File: config.mk
export PLATFORM = sky130hd
export DESIGN_NAME = uart_tx_fifo
export DESIGN_NICKNAME = d
export VERILOG_FILES = /design/src/rtl/uart_tx_fifo.sv
export SDC_FILE = /design/constraint.sdc
export NUM_CORES = 1
export LEC_CHECK = 0
export ABC_AREA = 1
export BUFFER_PORTS_ARGS = -buffer_cell sky130_fd_sc_hd__clkbuf_2
export CORE_ASPECT_RATIO = 1.4
export CORE_UTILIZATION = 40
export CTS_CLUSTER_SIZE = 16
export DETAILED_ROUTE_END_ITERATION = 8
export GPL_ROUTABILITY_DRIVEN = 0
export PLACE_DENSITY_LB_ADDON = 0.1
export SLEW_MARGIN = 30
export SYNTH_ARGS = -nofsm -noshare
export SYNTH_HDL_FRONTEND = slang
export SYNTH_SLANG_ARGS = --single-unit
File: constraint.sdc
create_clock -name clk -period 6.5 [get_ports clk]
set_input_delay 1.3 -clock clk [delete_from_list [all_inputs] [get_ports clk]]
set_output_delay 1.3 -clock clk [all_outputs]
set_load 0.02 [all_outputs]
File: src/rtl/uart_tx_fifo.sv
// Purpose: byte FIFO feeding an 8N1/8N2 serialiser; frames leave back-to-back while bytes are queued.
// Latency: byte strobed at edge N into an idle, empty block -> count=1 after N, tx falls after N+1.
// Backpressure: writes while full are dropped and flagged by a one-cycle overflow pulse.
//
// Ports:
//   clk       system clock, rising edge
//   rst       asynchronous reset, active low
//   tx_send   byte to enqueue
//   tx_ready  write strobe; byte taken when full=0
//   tx        serial line, idle high
//   busy      high from start bit through last stop bit
//   full      occupancy == DEPTH
//   empty     occupancy == 0
//   count     occupancy, 0..DEPTH
//   overflow  one-cycle pulse for a strobe that arrived while full
module uart_tx_fifo #(
    parameter int CLKS_PER_BIT = 35,
    parameter int ADDR_W       = 4,
    parameter int STOP_BITS    = 1
) (
    input  logic              clk,
    input  logic              rst,
    input  logic [7:0]        tx_send,
    input  logic              tx_ready,
    output logic              tx,
    output logic              busy,
    output logic              full,
    output logic              empty,
    output logic [ADDR_W:0]   count,
    output logic              overflow
);

    localparam int DEPTH     = 1 << ADDR_W;
    localparam int STOP_CLKS = CLKS_PER_BIT * STOP_BITS;
    // The stop period is the longest interval timed by the baud counter.
    localparam int BAUD_W    = (STOP_CLKS > 1) ? $clog2(STOP_CLKS) : 1;

    localparam logic [BAUD_W-1:0] BIT_LAST  = BAUD_W'(CLKS_PER_BIT - 1);
    localparam logic [BAUD_W-1:0] STOP_LAST = BAUD_W'(STOP_CLKS - 1);
    localparam logic [ADDR_W:0]   FULL_CNT  = (ADDR_W + 1)'(DEPTH);

    typedef enum logic [1:0] {
        IDLE  = 2'd0,
        START = 2'd1,
        DATA  = 2'd2,
        STOP  = 2'd3
    } state_t;

    // ---------------------------------------------------------------
    // FIFO storage and pointers
    // ---------------------------------------------------------------
    logic [7:0]        mem [DEPTH];
    logic [ADDR_W-1:0] wr_ptr;
    logic [ADDR_W-1:0] rd_ptr;
    logic [ADDR_W:0]   count_n;
    logic              wr_en;
    logic              pop;
    logic [7:0]        head;

    // Acceptance is judged on the registered (pre-edge) full flag.
    assign wr_en = tx_ready & ~full;
    assign head  = mem[rd_ptr];

    // Storage needs no reset: entries are only read once count says they are valid.
    always_ff @(posedge clk) begin
        if (wr_en) begin
            mem[wr_ptr] <= tx_send;
        end
    end

    always_comb begin
        count_n = count;
        case ({wr_en, pop})
            2'b10:   count_n = count + 1'b1;
            2'b01:   count_n = count - 1'b1;
            default: count_n = count;
        endcase
    end

    always_ff @(posedge clk or negedge rst) begin
        if (!rst) begin
            wr_ptr   <= '0;
            rd_ptr   <= '0;
            count    <= '0;
            full     <= 1'b0;
            empty    <= 1'b1;
            overflow <= 1'b0;
        end else begin
            if (wr_en) begin
                wr_ptr <= wr_ptr + 1'b1;
            end
            if (pop) begin
                rd_ptr <= rd_ptr + 1'b1;
            end
            count    <= count_n;
            full     <= (count_n == FULL_CNT);
            empty    <= (count_n == '0);
            overflow <= tx_ready & full;
        end
    end

    // ---------------------------------------------------------------
    // Serialiser
    // ---------------------------------------------------------------
    state_t            state_q, state_n;
    logic [BAUD_W-1:0] baud_q,  baud_n;
    logic [2:0]        bit_q,   bit_n;
    logic [7:0]        shift_q, shift_n;
    logic              tx_n;
    logic              busy_n;

    always_ff @(posedge clk or negedge rst) begin
        if (!rst) begin
            state_q <= IDLE;
            baud_q  <= '0;
            bit_q   <= '0;
            shift_q <= '0;
            tx      <= 1'b1;
            busy    <= 1'b0;
        end else begin
            state_q <= state_n;
            baud_q  <= baud_n;
            bit_q   <= bit_n;
            shift_q <= shift_n;
            tx      <= tx_n;
            busy    <= busy_n;
        end
    end

    // tx/busy are computed one cycle ahead so the line itself is a flop.
    always_comb begin
        state_n = state_q;
        baud_n  = baud_q;
        bit_n   = bit_q;
        shift_n = shift_q;
        tx_n    = tx;
        busy_n  = busy;
        pop     = 1'b0;

        case (state_q)
            IDLE: begin
                tx_n   = 1'b1;
                busy_n = 1'b0;
                // Uses registered empty, so a byte written this cycle waits one clock.
                if (!empty) begin
                    pop     = 1'b1;
                    shift_n = head;
                    state_n = START;
                    tx_n    = 1'b0;
                    busy_n  = 1'b1;
                    baud_n  = '0;
                end
            end

            START: begin
                if (baud_q == BIT_LAST) begin
                    state_n = DATA;
                    baud_n  = '0;
                    bit_n   = '0;
                    tx_n    = shift_q[0];
                end else begin
                    baud_n = baud_q + BAUD_W'(1);
                end
            end

            DATA: begin
                if (baud_q == BIT_LAST) begin
                    baud_n = '0;
                    if (bit_q == 3'd7) begin
                        state_n = STOP;
                        tx_n    = 1'b1;
                    end else begin
                        bit_n   = bit_q + 3'd1;
                        shift_n = {1'b0, shift_q[7:1]};
                        tx_n    = shift_q[1];
                    end
                end else begin
                    baud_n = baud_q + BAUD_W'(1);
                end
            end

            STOP: begin
                if (baud_q == STOP_LAST) begin
                    baud_n = '0;
                    if (!empty) begin
                        // Chain straight into the next start bit: no idle gap.
                        pop     = 1'b1;
                        shift_n = head;
                        state_n = START;
                        tx_n    = 1'b0;
                    end else begin
                        state_n = IDLE;
                        busy_n  = 1'b0;
                    end
                end else begin
                    baud_n = baud_q + BAUD_W'(1);
                end
            end

            default: begin
                state_n = IDLE;
            end
        endcase
    end

endmodule

### Word-level counts from Yosys, hierarchy flattened

Memories as Yosys holds them, arrays and structs flattened.
Cells that the tools add are included.

| word-level totals | value |
|---|---|
| word-level logic and storage cells | 84 |
| RAM bits | 128 |
| bits in registers | 37 |
| output and inout bits | 10 |
| input bits | 11 |
| memories | 1 |

| operators by class | value |
|---|---|
| bitwise operators | 3 |
| reductions and logical operators | 11 |
| equality and inequality tests | 16 |
| multiplexer cells | 35 |
| add/sub/neg operators | 6 |

Memories:

| memory | words | width | rd ports | clocked after Yosys merged registers in | write ports | line | RTL |
|---|---|---|---|---|---|---|---|
| mem | 16 | 8 | 1 | 0 | 1 | 52 | `logic [7:0] mem [DEPTH];` |

Operators with widths:

| cell | number |
|---|---|
| two-way mux 8 bit | 4 |
| case mux 8 bit (3 select lines) | 1 |
| inequality test 2 bit (second input constant) | 8 |
| two-way mux 1 bit | 13 |
| two-way mux 6 bit | 2 |
| case mux 6 bit (2 select lines) | 1 |
| AND reduction 4 bit | 3 |
| two-way mux 2 bit | 5 |
| case mux 5 bit (2 select lines) | 1 |
| two-way mux 3 bit | 3 |
| adder 4 x 1 -> 4 bit (second input constant) | 2 |
| case mux 2 bit (4 select lines) | 1 |
| adder 6 x 1 -> 6 bit (second input constant) | 1 |
| equality test 2 bit (second input constant) | 3 |
| equality test 6 bit (second input constant) | 1 |
| case mux 3 bit (2 select lines) | 1 |
| adder 5 x 1 -> 5 bit (second input constant) | 1 |
| equality test 5 bit (second input constant) | 1 |
| zero test 5 bit | 1 |
| AND reduction 5 bit | 1 |
| subtractor 5 x 1 -> 5 bit (second input constant) | 1 |
| equality test 2 x 1 -> 1 bit (second input constant) | 2 |
| case mux 1 bit (2 select lines) | 2 |
| case mux 1 bit (4 select lines) | 1 |
| other kinds (9) | 11 |

### Logic depth before layout (Yosys ltp)

Gate-level depths: netlist (run 1).

| depth | value |
|---|---|
| word-level depth | 6 |
| mapped depth | 20 |
| mapped depth without buffers | 20 |

### Worst setup path after synthesis (run 1)

No wires, ideal clock.

| timing | value |
|---|---|
| path type | input to register |
| start | in tx_ready |
| end | reg empty |
| arrival time | 2725 ps |
| required time | 6433 ps |
| library setup time | 67 ps |
| setup slack | 3707 ps |
| path buffers | 0 |
| cell stages on the path | 13 |
| path through | inv_1 -> nor2_4 -> inv_2 -> nand3_4 -> nand2_1 -> nand2_1 -> ha_1 -> nand2_1 -> o21ai_0 -> or2_2 -> nor2_2 -> nand3_1 -> nor2_1 |

| between the ends | value |
|---|---|
| word-level cells in the longest chain between the ends | 4 |
| elaborated cells between the ends (all ways) | 5 |
| classes of those cells | 2 x eq/ne; 1 x mux; 1 x bitwise; 1 x reduce/logical |

RTL lines:

| element | line | RTL |
|---|---|---|
| start: declaration | 24 | `input logic tx_ready,` |
| AND 1 bit * | 61 | `assign wr_en = tx_ready & ~full;` |
| equality test 2 x 1 -> 1 bit / equality test 2 bit (equally long branches) | 73 | `case ({wr_en, pop})` |
| case mux 5 bit (2 select lines) * | 73 |  |
| via count_n[1] | 55 | `logic [ADDR_W:0] count_n;` |
| zero test 5 bit * | 97 | `empty <= (count_n == '0);` |
| end signal: assignment | 97 |  |
| end: declaration | 28 | `output logic empty,` |

The timed path passes the listed nets; every way through them passes the cells marked *.
A chain may end at the register's enable or synchronous reset.

### Final worst setup path (run 1)

| timing | value |
|---|---|
| start | reg rd_ptr[1] |
| end | reg shift_q[0] |

| between the ends | value |
|---|---|
| word-level cells in the longest chain between the ends | 4 |

RTL lines:

| element | line | RTL |
|---|---|---|
| start: declaration | 54 | `logic [ADDR_W-1:0] rd_ptr;` |
| start signal: assignment | 93 | `rd_ptr <= rd_ptr + 1'b1;` |
| memory (16 x 8 bit) * | -- |  |
| two-way mux 8 bit * | 145, 185 |  |
| two-way mux 8 bit | 183 | `if (baud_q == STOP_LAST) begin` |
| case mux 8 bit (3 select lines) * | 140 | `case (state_q)` |
| end signal: assignment | 124 | `shift_q <= shift_n;` |
| end: declaration | 108 | `logic [7:0] shift_q, shift_n;` |

Mark *: on every way between the ends. The rest lies on a longest branch, timed or not. The select of a mux whose other input is x is not followed.

==> run metrics, run 1 <==
Via density 5.18; status finished, final reports clean; Hold Path Cell Cnt 1; synth warn 0; # hold bufs at CTS 0; Multi-input gate area 2040 um^2; post-cts repair resize count 0; worst path required time 6780 ps; Mapped Cells 590; type of origin of the critical path flop; first-pass GRT wire length 23,700 um; total core area 17,300 um^2; Antenna Cells 0; VDD IR max 0.217 mV; area grow syn2layout 12.6%; # H-tree levels 4; #FFs+latches synth 165; Critical Path Fanout Max 36; Min Hold Slack 491 ps; Synth area leader edfxtp_1; die height 160 um; Post-CTS Setup Inserts 0; vias in the first global route 4,434; Pins Over Slew Limit 0; clk_skew 11.7 ps; CTS tree built; Initial Util 41.0%; Hold Path End bit_q[0]; critical path class flop to flop; Fill cells 1,570; drt total wl 14,900 um; worst-skew pair later-pin latency 420 ps; Pleak 2.90 nW; Die Wd 115 um; element type at the critical path end flop; share of the synthesized area in the top cell type 54.1%; Cell variety after synth 42; synth top area cells edfxtp_1, dfrtp_1, o21ai_0, nor2_1, ha_1; unrepaired setup endpoints after global routing no; largest net degree at the start of global routing 68; post-DP HPWL 9730 um; IO Port Bufs 20; Syn Area/Cell 12.0 um^2; commonest non-fill, non-tap cell in the layout edfxtp_1; Setup WS pre-CTS 3380 ps; drt initial violations 194; Worst R2R End shift_q[0]; antenna viol nets, final 0; final instance area 7990 um^2; hold_sp bit_q[0]; R2R setup slack 3720 ps; Post-Syn Area 7100 um^2; Nets 634; Setup WS post-layout 3720 ps; Final Hold Fails 0; DRC Markers 0; Hold Path Class flop to flop; CP arrival 3060 ps; highest clock rate 360 MHz; layout cells sized above 1 12.9%; placed instance area 7400 um^2; total CTS buffers 17; num rows 57; DR vias 4,420; max_slew headroom 35.0%; Wirelength per Cell 17.4 um; Seq/Total Area, Yosys 67.2%; worst reg-to-reg path cell count 8; antenna violations before repair 0; Post-Syn Nets 618; CTS Buffer Depth 2; final setup TNS 0 ps; commonest non-fill, non-tap cells in the layout edfxtp_1, nor2_1, o21ai_0; total clock sinks 165; Root Driver clkbuf_16; Boundary Pins 21; GRT overflow 0; Initial DRT Pass Iterations 4; GRT Overall Usage 17.5%; worst slew pin tran 969 ps; PD cells 472 nW/um^2; final worst-path cycle share 42.8%; die area 18,300 um^2; fin crit period 2780 ps; CTS clk-pin slew, worst paths 60 ps; Reg area 4770 um^2; max-cap violations 0; Crit Reg-Reg Startpoint rd_ptr[1]; final setup vio count 0
==> state kept, by name, summed over array words and instances (netlist names) <==
name and count:
empty 1, busy 1, full 1, baud_q 6, rd_ptr 4, shift_q 8, count 5, tx 1
wr_ptr 4, mem 128, bit_q 3, overflow 1, state_q 2
==> stage by stage <==
stage / total power [mW] / utilization, % / std cells
after floorplan: 2.44 / - / 590
after detailed placement: 2.81 / 42.7 / 823
after global placement: 2.78 / 42.7 / 823
final: 3.77 / 46.1 / 854
after global routing: 4.02 / 46.1 / 854
after CTS: 3.81 / 46.1 / 854
==> synthesized netlist by cell type, drive strengths merged <==
library cell / number
a21oi: 4
a22oi: 1
a32o: 2
buf: 9
clkbuf: 17
clkinv: 2
dfrtp: 35
dfstp: 2
edfxtp: 128
ha: 17
inv: 42
mux2: 1
nand2: 50
nand3: 24
nand3b: 1
nand4: 5
nor2: 92
nor3: 1
o211ai: 14
o21ai: 90
o21bai: 1
o221ai: 19
o22ai: 16
o2bb2ai: 1
o311ai: 1
o31ai: 2
or2: 1
xnor2: 2
xor2: 10
==> worst max-delay path, stage by stage, from the launching register on <==
cell      delay (ps)
dfrtp_1          320
buf_4            360
clkinv_1         870
o21ai_0          300
o22ai_1           90
o21ai_0          230
o22ai_1          190
nand3_1          120
o311ai_0         130
==> metal layers <==
layer  share of wire [%]  routed length (um)  up-vias  global-route usage, %
li1                    -                   -     2158                      -
met1                  41                6060     2184                   20.7
met2                  54                8090       68                   31.4
met3                 3.4                 512       10                   3.42
met4                 1.3                 198        0                   5.84
met5                   0                   0        -                      0
==> power by group <==
group / internal, mW / total (mW) / leakage, nW / switching, mW
sequential: 1.33 / 1.43 / 1.62 / 0.0992
combinational: 0.418 / 1.35 / 1.01 / 0.929
clock: 0.601 / 0.998 / 0.282 / 0.397
total: 2.35 / 3.77 / 2.90 / 1.43
==> worst max-delay path by stage <==
stage          startpoint    endpoint  slack, ps  cells after the start
5_1_grt         rd_ptr[1]  shift_q[0]       3530                      8
3_5_place_dp     tx_ready       empty       3380                     14
4_1_cts          tx_ready       empty       3810                     14
6_report        rd_ptr[1]  shift_q[0]       3720                      8
3_3_place_gp     tx_ready        full       3420                     14
2_1_floorplan    tx_ready       empty       3710                     13
==> layout make-up <==
cell class,instances,area share (%)
Clock buffer,18,5.37
Clock inverter,13,1.97
Inverter,44,2.10
Multi-Input combinational cell,355,25.6
Sequential cell,165,59.7
Tap cell,236,3.69
Timing Repair Buffer,23,1.57
==> cells by family (layout without fill, tap and decap cells) <==
kind of cell	Yosys count	in the layout	synth area share, %
and+or+nand+nor	174	174	11.3
DFF	165	165	67.2
AOI/OAI and AO/OA	151	151	12.8
buffers and inverters	70	98	4.00
muxes	1	1	0.159
xor gates and xnor gates	12	12	1.48
adders and majority gates	17	17	3.00
Power figures use the tool's default switching activity.
==> run 2, diff against run 1 <==
==> constraint.sdc (replaced) <==
create_clock -name clk -period 2.3 [get_ports clk]
set_input_delay 0.46 -clock clk [delete_from_list [all_inputs] [get_ports clk]]
set_output_delay 0.46 -clock clk [all_outputs]
set_load 0.02 [all_outputs]
==> run 2 against run 1 <==
Net effect: first-iteration DRC count grew 26%; wire length grew 1.5%; largest power group is now combinational cells; die area is the same; non-clock buffer count grew 45; sequential share of layout area shrank 3.2 points; critical path depth grew 9; sequential cell count is the same; sequential power grew to 2.8 times the previous value; register-to-register slack lost 3500 ps; cell count grew 5.4%; cell area grew 5.6%.
==> run metrics, run 2 (synthesis results as in run 1) <==
status finished, final reports clean (unchanged); total clock sinks 165 (unchanged); Final Hold Fails 0 (unchanged); commonest non-fill, non-tap cell in the layout edfxtp_1 (unchanged); # hold bufs at CTS 0 (unchanged); Die Wd 115 um (unchanged); first-pass GRT wire length 24,300 um (was 23,700 um); num rows 57 (unchanged); Root Driver clkbuf_16 (unchanged); Setup WS post-layout 192 ps (was 3720 ps); PD cells 1350 nW/um^2 (was 472 nW/um^2); Pins Over Slew Limit 0 (unchanged); DRC Markers 0 (unchanged); Combinational Power Share 38.3% (was 35.7%); final setup vio count 0 (unchanged); Antenna Cells 0 (unchanged); biggest regs mem (128), shift_q (8), baud_q (6) (unchanged); drt initial violations 244 (was 194); total CTS buffers 17 (unchanged); met1 Resource Use GR 20.7% (about the same); Critical Path Fanout Max 5 (was 36); critical path class flop to flop (unchanged); worst-skew pair later-pin latency 420 ps (about the same); drt total wl 15,100 um (was 14,900 um); Hold Path Class input pin to asynchronous set/reset pin (was flop to flop); M2 GR Usage 32.3% (was 31.4%); Nets 679 (was 634); highest clock rate 474 MHz (was 360 MHz); IO Port Bufs 20 (unchanged); GRT busiest layer met2 (unchanged); Fill cells 1,534 (was 1,570); post-DP HPWL 10,400 um (was 9730 um); fin crit period 2110 ps (was 2780 ps); DR vias 4,540 (was 4,420); layout cells sized above 1 21.4% (was 12.9%); largest net degree at the start of global routing 39 (was 68); Internal Power 7.19 mW (was 2.35 mW); type of origin of the critical path flop (unchanged); vias in the first global route 4,590 (was 4,434); GRT Overall Usage 17.8% (was 17.5%); Multi-input gate area 2110 um^2 (was 2040 um^2); commonest non-fill, non-tap cells in the layout edfxtp_1, nor2_1, o21ai_0 (unchanged); Tot Pwr 11.4 mW (was 3.77 mW); antenna violations before repair 0 (unchanged); clk_skew 8.66 ps (was 11.7 ps); sw power 4.18 mW (was 1.43 mW); GRT overflow 0 (unchanged); worst path required time 2620 ps (was 6780 ps); Setup WS pre-CTS -29.0 ps (was 3380 ps); Reg with most FFs mem (unchanged); Reg area 4770 um^2 (unchanged); CTS tree built (unchanged); max_slew headroom 46.4% (was 35.0%); Wirelength per Cell 16.8 um (was 17.4 um); Initial Util 41.0% (unchanged); antenna viol nets, final 0 (unchanged); CTS clk-pin slew, worst paths 70 ps (was 60 ps); Seq pwr share 35.4% (was 37.8%); VDD IR max 0.522 mV (was 0.217 mV); final worst-path cycle share 91.6% (was 42.8%); element type at the critical path end flop (unchanged); switching portion of total power 36.8% (was 37.8%); die height 160 um (unchanged); area grow syn2layout 18.9% (was 12.6%); max-cap violations 0 (unchanged); die area 18,300 um^2 (unchanged); worst slew pin tran 804 ps (was 969 ps); Via density 5.04 (was 5.18); CP arrival 2430 ps (was 3060 ps); # H-tree levels 4 (unchanged); Largest register FFs 128 (unchanged); CTS Buffer Depth 2 (unchanged); Pleak 3.14 nW (was 2.90 nW); Clk pwr share 26.4% (about the same); total core area 17,300 um^2 (unchanged); Boundary Pins 21 (unchanged); Initial DRT Pass Iterations 4 (unchanged); grt met3 use 3.26% (was 3.42%)
==> run 2: changes by cell type in the layout (fill, tap and decap cells not counted), moves of 2 or more <==
cell        change
buf_4          +44
inv_2           +6
ha_1            -5
ha_4            +4
inv_1           -4
clkinv_1        -3
inv_6           +3
nand2_1         -3
nand2_2         +3
clkinv_2        -2
clkinvlp_4      +2
==> run 2: cell type report <==
class,count,area share (%)
sequential,165,56.6
multi-input combinational,355,25.0
timing repair buffer,68,5.46
clock buffer,18,5.09
tap,236,3.50
clock inverter,14,2.36
inverter,44,2.00
==> run 2: path summary, 6_finish.rpt <==
| path | slack, ps | end | cells after the start | from |
|---|---|---|---|---|
| worst min register to register | 490 | busy | 1 | busy |
| worst max-delay path | 190 | full | 17 | state_q[0] |
| worst min-delay path | 110 | baud_q[5] | 1 | rst |
| max in group asynchronous | 1550 | wr_ptr[0] | 2 | rst |
| worst max register to register | 190 | full | 17 | state_q[0] |
| min in group clk | 230 | overflow | 3 | tx_ready |
==> run 2: through the flow <==
step / cell area (um^2) / hold WS, ps / instances / TNS (ps) / utilization [%]
after global routing: 8440 / 167 / 900 / -9.03 / 48.7
after floorplan: 7100 / 164 / 590 / 0 / -
after global placement: 7710 / 471 / 864 / 0 / 44.5
after CTS: 8360 / 139 / 897 / 0 / 48.2
after detailed placement: 7710 / 475 / 864 / -56.3 / 44.5
final: 8440 / 113 / 900 / 0 / 48.7
==> run 2: critical path, stage by stage (launching register included) <==
cell      delay, ps
dfrtp_1         400
inv_1            70
ha_1            330
inv_2           130
nand3_4          90
buf_4           150
inv_1            90
ha_4            210
inv_2            60
o21bai_1         70
inv_1            70
nand2_1          50
nand2_1          50
nand2_1          40
nand2_1          60
nand2_2          70
inv_2            50
nor2_1           30
==> run 2: power groups by stage <==
stage / Sequential, mW / Clock (mW) / Combinational [mW]
floorplan: 4.11 / 0 / 2.77
global placement: 4.06 / 0 / 4.13
detailed placement: 4.07 / 0 / 4.20
CTS: 4.01 / 3.07 / 4.27
global route: 4.08 / 3.19 / 4.90
finish: 4.02 / 3.00 / 4.35
==> run 2: metal layers <==
layer | part of all wire [%] | vias to the layer above
met1 | 41 | 2222
li1 | - | 2253
met4 | 1.1 | 0
met3 | 2.6 | 11
met2 | 56 | 54
met5 | 0 | -
==> run 2: what timing repair did <==
action / 4_1_cts / 5_1_grt
setup buffers: 1 / 3
setup endpoints to repair: 2 / 8
pin swaps: 0 / 6
resized for setup: 3 / 16
==> run 3, diff against run 2 <==
--- a/config.mk
+++ b/config.mk
@@ -6,11 +6,11 @@
 export NUM_CORES = 1
 export LEC_CHECK = 0
 export ABC_AREA = 1
-export BUFFER_PORTS_ARGS = -buffer_cell sky130_fd_sc_hd__clkbuf_2
 export CORE_ASPECT_RATIO = 1.4
 export CORE_UTILIZATION = 40
 export CTS_CLUSTER_SIZE = 16
 export DETAILED_ROUTE_END_ITERATION = 8
+export DONT_BUFFER_PORTS = 1
 export GPL_ROUTABILITY_DRIVEN = 0
 export PLACE_DENSITY_LB_ADDON = 0.1
 export SLEW_MARGIN = 30
==> run 3 against run 2 <==
Net effect: non-clock buffer count decreased by 18; critical path type unchanged; cell area down 0.64%; largest cell class unchanged; largest power group unchanged; total power grew 0.20%; sequential cell count stayed put; wire length grew 1.6%; clock power is essentially flat; utilization down 0.31 points; register-to-register slack worse by 70 ps; combinational power is 2% lower; highest routed layer unchanged; sequential power is 3% higher; clock skew increased by 1.9 ps.
==> run metrics, run 3 (synthesis results as in run 1) <==
commonest non-fill, non-tap cell in the layout edfxtp_1 (unchanged); VDD IR max 0.531 mV (was 0.522 mV); final worst-path cycle share 94.7% (was 91.6%); Boundary Pins 21 (unchanged); Wirelength per Cell 17.4 um (was 16.8 um); Pins Over Slew Limit 0 (unchanged); total CTS buffers 17 (unchanged); PD cells 1360 nW/um^2 (was 1350 nW/um^2); clk_skew 10.5 ps (was 8.66 ps); type of origin of the critical path flop (unchanged); CP dominant cell by count nand2_1 (unchanged); die height 160 um (unchanged); layout cells sized above 1 19.5% (was 21.4%); die area 18,300 um^2 (unchanged); CP arrival 2540 ps (was 2430 ps); CTS Buffer Depth 2 (unchanged); max-cap violations 0 (unchanged); drt initial violations 275 (was 244); # H-tree levels 4 (unchanged); Tot Pwr 11.4 mW (about the same); drt total wl 15,300 um (was 15,100 um); fin crit period 2180 ps (was 2110 ps); Initial Util 41.0% (unchanged); worst slew pin tran 553 ps (was 804 ps); biggest regs mem (128), shift_q (8), baud_q (6) (unchanged); final setup TNS 0 ps (unchanged); Pleak 3.08 nW (was 3.14 nW); CTS tree built (unchanged); GRT Overall Usage 18.1% (was 17.8%); CP peak stage delay 390 ps (was 400 ps); worst path required time 2670 ps (was 2620 ps); highest clock rate 459 MHz (was 474 MHz); total clock sinks 165 (unchanged); area grow syn2layout 18.1% (was 18.9%); Reg with most FFs mem (unchanged); worst path cell trace inv_2 -> ha_4 -> nand3_4 -> nor2_8 -> nand2_4 -> nand2_4 -> nand3_4 -> nand2_1 -> nand2_1 -> ha_2 -> nand2_1 -> o21ai_2 -> or2_4 -> nor2_2 -> nand3_2 -> nor2_2 (was inv_1 -> ha_1 -> inv_2 -> nand3_4 -> buf_4 -> inv_1 -> ha_4 -> inv_2 -> o21bai_1 -> inv_1 -> nand2_1 -> nand2_1 -> nand2_1 -> nand2_1 -> nand2_2 -> inv_2 -> nor2_1); element type at the critical path end flop (unchanged); GRT overflow 0 (unchanged); post-layout util 48.4% (was 48.7%); post-DP HPWL 10,500 um (was 10,400 um); antenna viol nets, final 0 (unchanged); commonest non-fill, non-tap cells in the layout edfxtp_1, nor2_1, o21ai_0 (unchanged); Via density 5.19 (was 5.04); CTS clk-pin slew, worst paths 70 ps (about the same); Critical Path Fanout Max 4 (was 5); antenna violations before repair 0 (unchanged); IO Port Bufs 0 (was 20); worst-skew pair later-pin latency 430 ps (was 420 ps); Largest register FFs 128 (unchanged); Nets 661 (was 679); Die Wd 115 um (unchanged); slowest cell on the critical path dfrtp_1 (unchanged); critical path class flop to flop (unchanged); Antenna Cells 0 (unchanged); status finished, final reports clean (unchanged); largest net degree at the start of global routing 39 (unchanged); max_slew headroom 63.1% (was 46.4%); vias in the first global route 4,654 (was 4,590); Fill cells 1,558 (was 1,534); final setup vio count 0 (unchanged); Initial DRT Pass Iterations 4 (unchanged); DRC Markers 0 (unchanged); total core area 17,300 um^2 (unchanged); num rows 57 (unchanged); Final Hold Fails 0 (unchanged); Hold Path Class input pin to flop (was input pin to asynchronous set/reset pin); Root Driver clkbuf_16 (unchanged); first-pass GRT wire length 24,700 um (was 24,300 um); DR vias 4,573 (was 4,540)
[run 3: final timing paths]
| path | start | end | slack [ps] | cells after the start |
|---|---|---|---|---|
| setup / recovery | baud_q[0] | empty | 120 | 16 |
| hold / removal | tx_send[2] | mem[0][2] | 120 | 0 |
| setup reg to reg | baud_q[0] | empty | 120 | 16 |
| hold reg to reg | shift_q[7] | shift_q[7] | 480 | 2 |
| max in group asynchronous | rst | empty | 1530 | 2 |
| min in group asynchronous | rst | baud_q[0] | 490 | 2 |
[run 3: metal layers]
metal  vias to the layer above  wire length (um)  GRT usage (%)
met5                         -                 0              0
met4                         0               329           7.08
met3                        22               463           3.91
met1                      2260              6220           20.9
met2                        79              8300           32.5
li1                       2212                 -              -
[run 3: where the power goes]
| group | internal, mW | total, mW | switching [mW] |
|---|---|---|---|
| logic | 1.62 | 4.27 | 2.65 |
| clock network | 1.82 | 2.99 | 1.17 |
| registers | 3.75 | 4.13 | 0.384 |
| total | 7.20 | 11.4 | 4.20 |
[run 3: cell type report]
| type | instances | area [um^2] | area share (%) |
|---|---|---|---|
| multi-input cells | 355 | 2120 | 25.3 |
| flip-flops and latches | 165 | 4770 | 56.9 |
| repair buffers | 50 | 403 | 4.80 |
| well taps | 236 | 295 | 3.52 |
| inverters | 44 | 165 | 1.97 |
| clock inverters | 14 | 199 | 2.37 |
| clock buffers | 17 | 425 | 5.07 |
[run 3: through the flow]
step | instances | hold slack (ps) | setup WS [ps] | cell area, um^2
final | 881 | 120 | 122 | 8390
after floorplan | 590 | 164 | 7.23 | 7100
after detailed placement | 844 | 166 | -35.9 | 7620
after global placement | 844 | 165 | 62.0 | 7620
after global routing | 881 | 105 | -30.0 | 8390
after CTS | 878 | 108 | 20.3 | 8300
[run 3: critical path: cells and delay by family, from the launching register on]
kind / cells / cell delay (ps)
fa+ha+maj: 2 / 400
buf+inv: 1 / 80
simple gates: 12 / 1180
compound gates: 1 / 60
flops: 1 / 390
[run 3: what timing repair did]
action                     CTS  global route
gates resized for setup      4            19
hold endpoints to repair    37             0
cloned                       0             0
setup endpoints to repair    2             4
hold buffers                 2             0
setup buffers                1             3
pin swaps                    0            11
